===== config.mk =====
export PLATFORM = sky130hd
export DESIGN_NAME = input_shift_register_flat
export DESIGN_NICKNAME = d
export VERILOG_FILES = /design/src/rtl/nn_pkg.sv /design/src/rtl/input_shift_register_if.sv /design/src/rtl/input_shift_register_index_counter.sv /design/src/rtl/input_shift_register.sv /design/src/flat_wrapper.sv
export SDC_FILE = /design/constraint.sdc
export NUM_CORES = 1
export LEC_CHECK = 0
export CELL_PAD_IN_SITES_DETAIL_PLACEMENT = 0
export CELL_PAD_IN_SITES_GLOBAL_PLACEMENT = 1
export CORE_MARGIN = 2
export CORE_UTILIZATION = 38
export CTS_BUF_LIST = sky130_fd_sc_hd__clkbuf_4 sky130_fd_sc_hd__clkbuf_8
export CTS_CLUSTER_DIAMETER = 200
export DETAILED_ROUTE_END_ITERATION = 8
export PLACE_DENSITY = 0.64
export SLEW_MARGIN = 40
export SYNTH_ARGS = -nofsm -noshare
export SYNTH_HDL_FRONTEND = slang
export SYNTH_SLANG_ARGS = --single-unit

===== constraint.sdc =====
create_clock -name clk -period 1.88 [get_ports clk]
set_input_delay 0.376 -clock clk [delete_from_list [all_inputs] [get_ports clk]]
set_output_delay 0.376 -clock clk [all_outputs]
set_load 0.03 [all_outputs]

===== src/rtl/nn_pkg.sv =====
// Shared types and defaults for the neuron-layer input path.
package nn_pkg;
    typedef enum logic {
        FILL  = 1'b0,
        DRAIN = 1'b1
    } isr_state_t;

    localparam int DATA_WIDTH = 8;
    localparam int NUM_INPUTS = 16;
endpackage


===== src/rtl/input_shift_register_if.sv =====
// Upstream word handshake plus the neuron-side output bundle of the input stage.
interface input_shift_register_if
    import nn_pkg::*;
#(
    parameter int dataWidth    = DATA_WIDTH,
    parameter int counterWidth = $clog2(NUM_INPUTS)
);
    logic [dataWidth-1:0]    inData;
    logic                    inValid;
    logic                    inReady;
    logic [dataWidth-1:0]    outData;
    logic                    outValid;
    logic                    outReady;
    logic [counterWidth-1:0] outIndex;
    logic                    outLast;

    modport slave (
        input  inData, inValid, outReady,
        output inReady, outData, outValid, outIndex, outLast
    );

    modport master (
        output inData, inValid, outReady,
        input  inReady, outData, outValid, outIndex, outLast
    );
endinterface


===== src/rtl/input_shift_register_index_counter.sv =====
// Mod-modulus position counter reused by the fill and drain phases.
module isr_index_counter #(
    parameter int modulus = 16,
    parameter int width   = $clog2(modulus)
) (
    input  logic             clk,
    input  logic             reset,
    input  logic             clear,
    input  logic             enable,
    output logic [width-1:0] count,
    output logic             terminal
);
    assign terminal = (count == width'(modulus - 1));

    // clear wins over enable so an aborted handshake never advances the index
    always_ff @(posedge clk or negedge reset) begin
        if (!reset) begin
            count <= '0;
        end else if (clear) begin
            count <= '0;
        end else if (enable) begin
            count <= terminal ? '0 : count + 1'b1;
        end
    end
endmodule


===== src/rtl/input_shift_register.sv =====
// Single-buffer serial-to-neuron input stage: fills numInputs words, then drains them in order.
//   state | meaning
//   FILL  | accepting upstream words into the tail of the array
//   DRAIN | presenting the head word to the neurons, one per handshake
module input_shift_register
    import nn_pkg::*;
#(
    parameter int numInputs    = NUM_INPUTS,
    parameter int dataWidth    = DATA_WIDTH,
    parameter int counterWidth = $clog2(numInputs)
) (
    input logic                    clk,
    input logic                    reset,
    input logic                    flush,
    input_shift_register_if.slave  bus
);
    isr_state_t              state;
    isr_state_t              stateNext;
    logic [dataWidth-1:0]    storage [numInputs];
    logic [counterWidth-1:0] count;
    logic                    terminal;
    logic                    inAccept;
    logic                    outAccept;
    logic                    shiftEn;

    isr_index_counter #(
        .modulus (numInputs),
        .width   (counterWidth)
    ) indexCounter (
        .clk      (clk),
        .reset    (reset),
        .clear    (flush),
        .enable   (shiftEn),
        .count    (count),
        .terminal (terminal)
    );

    always_ff @(posedge clk or negedge reset) begin
        if (!reset) begin
            state <= FILL;
        end else begin
            state <= stateNext;
        end
    end

    // inReady is gated by reset so it is low for the whole reset window
    always_comb begin
        stateNext     = state;
        inAccept      = 1'b0;
        outAccept     = 1'b0;
        bus.inReady   = 1'b0;
        bus.outValid  = 1'b0;
        bus.outData   = '0;
        bus.outIndex  = '0;
        bus.outLast   = 1'b0;
        case (state)
            FILL: begin
                bus.inReady = reset;
                inAccept    = bus.inValid && reset;
                if (inAccept && terminal) begin
                    stateNext = DRAIN;
                end
            end
            DRAIN: begin
                bus.outValid = 1'b1;
                bus.outData  = storage[0];
                bus.outIndex = count;
                bus.outLast  = terminal;
                outAccept    = bus.outReady;
                if (outAccept && terminal) begin
                    stateNext = FILL;
                end
            end
            default: stateNext = FILL;
        endcase
        if (flush) begin
            stateNext = FILL;
        end
    end

    assign shiftEn = inAccept || outAccept;

    // Both phases shift toward the head; a flush discards the word of that cycle.
    always_ff @(posedge clk or negedge reset) begin
        if (!reset) begin
            for (int i = 0; i < numInputs; i++) begin
                storage[i] <= '0;
            end
        end else if (shiftEn && !flush) begin
            for (int i = 0; i < numInputs - 1; i++) begin
                storage[i] <= storage[i+1];
            end
            storage[numInputs-1] <= inAccept ? bus.inData : '0;
        end
    end
endmodule


===== src/flat_wrapper.sv =====
// flat-port wrapper written by rule: the top's interface ports become plain ports
module input_shift_register_flat import nn_pkg::*;
#(
    parameter int numInputs    = NUM_INPUTS,
    parameter int dataWidth    = DATA_WIDTH,
    parameter int counterWidth = $clog2(numInputs)
)
  (clk, reset, flush, bus_inData, bus_inValid, bus_outReady, bus_inReady, bus_outData, bus_outValid, bus_outIndex, bus_outLast);
  input_shift_register_if #(.dataWidth(dataWidth), .counterWidth(counterWidth)) bus_i ();
  input logic clk;
  input logic reset;
  input logic flush;
  input wire logic [$bits(bus_i.inData)-1:0] bus_inData;
  input wire logic [$bits(bus_i.inValid)-1:0] bus_inValid;
  input wire logic [$bits(bus_i.outReady)-1:0] bus_outReady;
  output wire logic [$bits(bus_i.inReady)-1:0] bus_inReady;
  output wire logic [$bits(bus_i.outData)-1:0] bus_outData;
  output wire logic [$bits(bus_i.outValid)-1:0] bus_outValid;
  output wire logic [$bits(bus_i.outIndex)-1:0] bus_outIndex;
  output wire logic [$bits(bus_i.outLast)-1:0] bus_outLast;
  assign bus_i.inData = bus_inData;
  assign bus_i.inValid = bus_inValid;
  assign bus_i.outReady = bus_outReady;
  assign bus_inReady = bus_i.inReady;
  assign bus_outData = bus_i.outData;
  assign bus_outValid = bus_i.outValid;
  assign bus_outIndex = bus_i.outIndex;
  assign bus_outLast = bus_i.outLast;
  input_shift_register #(.numInputs(numInputs), .dataWidth(dataWidth), .counterWidth(counterWidth)) u_core (.clk(clk), .reset(reset), .flush(flush), .bus(bus_i));
endmodule

# Yosys cells after proc, flatten, opt, wreduce, memory -nomap -nowiden
# Cells that the tools add are included.
word_totals:
  register_bits: 133
  inputBits: 13
  out_inout_bits: 15
  wordCells: 43
classes:
  n_addsub: 1
  eq_ne: 1
  muxes: 15
  n_bitwise: 1
  reduce_logical: 7
op_table:
  columns: ["op", "count"]
  rows:
  - ["4-bit two-way mux", 4]
  - ["8-bit two-way mux", 2]
  - ["1-bit two-way mux", 8]
  - ["4-bit by 1-bit adder with 4-bit output, second input constant", 1]
  - ["4-bit == test, second input constant", 1]
  - ["1-bit logical AND", 4]
  - ["1-bit one-hot mux with 2 select lines", 1]
  - ["2-bit nonzero test", 1]
  - ["1-bit logical NOT", 1]
  - ["1-bit logical OR", 1]
  - ["1-bit NOT", 1]

# Depth between registers and ports, before layout
depth:
  ltp_word: 5
  ltp_mapped: 7
  ltp_nobuf: 4

# Modules after synthesis
# From an unflattened synthesis, not the netlist that was laid out.
unflattened:
  cells_unflattened: 315
  area_unflattened_um2: 5196.2
modules_own_cells:
  columns: ["mod", "instances", "cells_per_inst", "area_per_inst_um2", "seq_area_each_um2"]
  rows:
  - ["input_shift_register", 1, 295, 4989.8, 3228.1]
  - ["isr_index_counter", 1, 20, 206.4, 100.1]

# Worst setup path before layout
# OpenSTA, ideal clock, no wires.
synth_path:
  kind: "register to register"
  startpoint: "reg u_core.state"
  endpoint: "reg u_core.storage[24] in the netlist's numbering"
  setup_time_ns: 0.125
  arrival_time_ns: 1.819
  required_time_ns: 1.755
  path_slack_ns: -0.064
  path_stages_with_launch: 8
  n_path_buf: 3
  period_less_slack_ns: 1.944
  cell_sequence: "dfrtp_1 > and3b_1 > nor2_2 > or2_1 > buf_6 > buf_6 > buf_8 > mux2_4"
synth_via:
  elab_chain_len: 3
  elab_cells_between_ends: 4
  cone_classes: "mux (2); reduce/logical (2)"
synth_rtl:
  columns: ["item", "line", "rtl"]
  rows:
  - ["from (decl)", "input_shift_register.sv:17", "isr_state_t state;"]
  - ["from (signal assigned)", "input_shift_register.sv:42", "state <= stateNext;"]
  - ["1-bit two-way mux", "input_shift_register.sv:56", "case (state)"]
  - ["1-bit logical OR *", "input_shift_register.sv:81", "assign shiftEn = inAccept || outAccept;"]
  - ["1-bit logical AND *", "input_shift_register.sv:89", "end else if (shiftEn && !flush) begin"]
  - ["to (signal, indexed assignment)", "input_shift_register.sv:91", "storage[i] <= storage[i+1];"]
  - ["to (signal, indexed assignment)", "input_shift_register.sv:93", "storage[numInputs-1] <= inAccept ? bus.inData : '0;"]
  - ["to (decl)", "input_shift_register.sv:19", "logic [dataWidth-1:0] storage [numInputs];"]
# Every way passes the cells marked *; elsewhere a longest branch is shown, timed or not.
# A chain may end at the register's enable or synchronous reset.

# Worst setup path after layout
layout_path:
  startpoint: "reg u_core.state"
  endpoint: "out bus_outLast"
layout_via:
  elab_chain_len: 1
layout_rtl:
  columns: ["item", "line", "rtl"]
  rows:
  - ["1-bit two-way mux", "input_shift_register.sv:56", null]
  - ["to (decl)", "flat_wrapper.sv:20", "output wire logic [$bits(bus_i.outLast)-1:0] bus_outLast;"]
# No other way between the ends.

==> impl_metrics.env <==
export IMPL_p_leak_nw=3.04
export IMPL_ys_flop_type="dfrtp_1"
export IMPL_setup_tns_ns=0
export IMPL_drt_iter0_drc=76
export IMPL_rsz0062_at_grt="yes"
export IMPL_grt_pass1_vias=2738
export IMPL_synth_top_area_cell="dfrtp_1"
export IMPL_clock_sinks=133
export IMPL_cts_tree="yes"
export IMPL_h_tree_depth=4
export IMPL_multiInputGateArea_sq_um=1710
export IMPL_power_w=0.00672
export IMPL_dpl_cell_area_sq_um=5680
export IMPL_r2r_slack_ns=0.07
export IMPL_critical_path_max_stage_delay_ns=0.43
export IMPL_gpl_final_weighted_congestion=0.725
export IMPL_netlist_top_cells_area="dfrtp_1 65%, mux2_2 24%, mux2_4 3.5%, and2_1 1.6%, a22o_1 1.4%"
export IMPL_arrival_ns=1.43
export IMPL_p_per_area_nw_per_um2=1110
export IMPL_cp_end_kind="output pin"
export IMPL_path_cells="buf_6 > and2_1 > and3_4 > buf_6"
export IMPL_synth_top_cell_area_share_pct=64.6
export IMPL_clockBufferDepth=2
export IMPL_async_reset_ff_share_pct=100
export IMPL_min_period_ns=1.81
export IMPL_final_max_slew_viol_count=0
export IMPL_ios=28
export IMPL_area_growth_pct=17.5
export IMPL_register_area_sq_um=3330
export IMPL_drt_vias_per_instance=4.71
export IMPL_num_antenna_cells=0
export IMPL_die_y_um=120
export IMPL_dpl_hpwl_mm=4.51
export IMPL_overflow=0
export IMPL_maxCapViolCount=0
export IMPL_start_util_pct=38.9
export IMPL_crit_type="reg2out"
export IMPL_final_area_sq_um=6050
export IMPL_nets=378
export IMPL_clk_latency_ns=0.42
export IMPL_max_vdd_ir_drop_v=0.000645
export IMPL_rr_endpoint="u_core.storage[66]"
export IMPL_slew_headroom_pct=64.2
export IMPL_port_buffers=27
export IMPL_track_usage_pct=11.5
export IMPL_seq_area_frac_synth_pct=64.6
export IMPL_synth_cells=316
export IMPL_cp_top_family="flip-flops"
export IMPL_worst_r2r_startpoint="u_core.state"
export IMPL_path_max_fanout=7
export IMPL_postLayoutCoreUtil_pct=45.7
export IMPL_drc=0
export IMPL_grt_max_degree=101
export IMPL_syn_area_sq_um=5150
export IMPL_fmax_mhz=552
export IMPL_die_w_um=120
export IMPL_cp_start_kind="flop"
export IMPL_postRouteAntennaNets=0
export IMPL_cts_made_buffers=17
export IMPL_reg2reg_depth=6
export IMPL_drtPass1Iterations=4
export IMPL_wl_per_cell_um=13.3
export IMPL_rows=42
export IMPL_finalCritPeriodShare_pct=96.3
export IMPL_antenna_found_initial=0
export IMPL_core_area_sq_um=13200
export IMPL_clk_pin_slew_ns=0.07
export IMPL_tightest_slew_ns=0.536
export IMPL_synthDistinctLibCells=27
export IMPL_pre_cts_ws_ns=-0.178
export IMPL_dieArea_sq_um=14500
export IMPL_ys_warn_count=0
export IMPL_critPathSlowestCell="dfrtp_2"
export IMPL_synth_seq_cells=133
export IMPL_wl_mm=7.31
export IMPL_drive_gt1_share_pct=50.0
export IMPL_syn_nets=330
export IMPL_worst_ep_required_time_ns=1.50
export IMPL_n_fill_cell=1249
export IMPL_min_path_type="in2async"
export IMPL_setup_violations=0
export IMPL_grt_pass1_wl_mm=12.8
export IMPL_vias=2592
export IMPL_syn_avg_cell_area_sq_um=16.3
export IMPL_outcome="finished, final reports clean"
export IMPL_layout_setup_ws_ns=0.0691
export IMPL_finalClockSkew_ns=0.00791
export IMPL_cpMostUsedCell="buf_6"
export IMPL_final_hold_viol_count=0
export IMPL_critical_path_buf_inv_count=2
export IMPL_synth_edf_count=0
export IMPL_cts_root_buffer="clkbuf_8"
[where the power goes]
part | switching (W) | total [W] | internal (W)
logic | 0.000253 | 0.000873 | 0.000620
registers | 0.000309 | 0.00380 | 0.00350
clock network | 0.000959 | 0.00204 | 0.00108
total | 0.00152 | 0.00672 | 0.00520
[repair_timing]
| item | 4_1_cts | 5_1_grt |
|---|---|---|
| endpoints found under the hold margin | 33 | 0 |
| pin swaps | 0 | 0 |
| resized for setup | 29 | 13 |
| endpoints found under the setup margin | 14 | 76 |
| hold buffers | 1 | 0 |
| buffers inserted | 1 | 3 |
[sequential cells by signal (all words and copies together), names as in the netlist]
register	cells
u_core.storage	128
u_core.state	1
u_core.indexCounter.count	4
[cell type report]
cell class	instances	area share, %
clock buffers	24	5.25
clock inverters	5	0.413
multi-input cells	167	28.3
flip-flops and latches	133	55.0
well taps	176	3.64
repair buffers	45	7.40
[tightest hold or removal path, cell delays in order]
cell and delay, ns:
buf_6 0.08, buf_4 0.16, buf_12 0.22
[synth_stat cells, types with 2 or more instances]
| cell | instances |
|---|---|
| nor2_1 | 3 |
| a22o_1 | 8 |
| nand2_1 | 3 |
| and2_1 | 13 |
| a21oi_1 | 2 |
| and3_1 | 2 |
| buf_2 | 5 |
| mux2_2 | 108 |
| buf_6 | 3 |
| mux2_4 | 12 |
| buf_4 | 5 |
| or3_1 | 2 |
| o21ai_0 | 3 |
| clkbuf_1 | 2 |
| dfrtp_1 | 133 |
[per-stage QoR]
step	std cells	hold slack, ns
3_5_place_dp	516	0.463
6_report	550	0.0561
5_1_grt	550	0.0434
3_3_place_gp	516	0.457
4_1_cts	547	0.0328
2_1_floorplan	316	0.0804
[logic make-up after synthesis]
logic type,count (synthesis),share of synthesized area [%]
adder cells (fa/ha/maj),1,0.243
multiplexers,121,27.3
AND/OR/NAND/NOR,29,3.28
XOR/XNOR,1,0.170
AO/OA/AOI/OAI,15,2.11
buffers and inverters,16,2.31
flip-flops,133,64.6
[layout by cell type, fill, tap and decap left out, drive strengths merged, types with 2 or more instances in the layout]
cell	netlist	layout
nor2	4	4
and3	2	2
nand2	3	3
mux2	120	120
clkbuf	2	32
a22o	8	8
or3	2	2
dfrtp	133	133
a21oi	2	2
clkdlybuf4s15	0	4
clkdlybuf4s50	0	11
buf	14	21
clkinv	0	5
o21ai	3	3
and2	14	14
[metal layers]
metal	global-route usage (%)	routed length [um]
met1	13.9	3340
met2	17.9	3580
met3	4.39	270
met4	6.10	122
met5	0	0
[worst max-delay path by stage]
stage                              end         start  slack, ns  cells after the start
floorplan           u_core.storage[24]  u_core.state       0.02                      7
global placement    u_core.storage[91]   bus_inValid      -0.15                      6
detailed placement  u_core.storage[50]   bus_inValid      -0.18                      6
CTS                     bus_outData[7]  u_core.state      -0.07                      3
global route        u_core.storage[92]  u_core.state      -0.01                      6
finish                     bus_outLast  u_core.state       0.07                      4
Power figures use the tool's default switching activity.
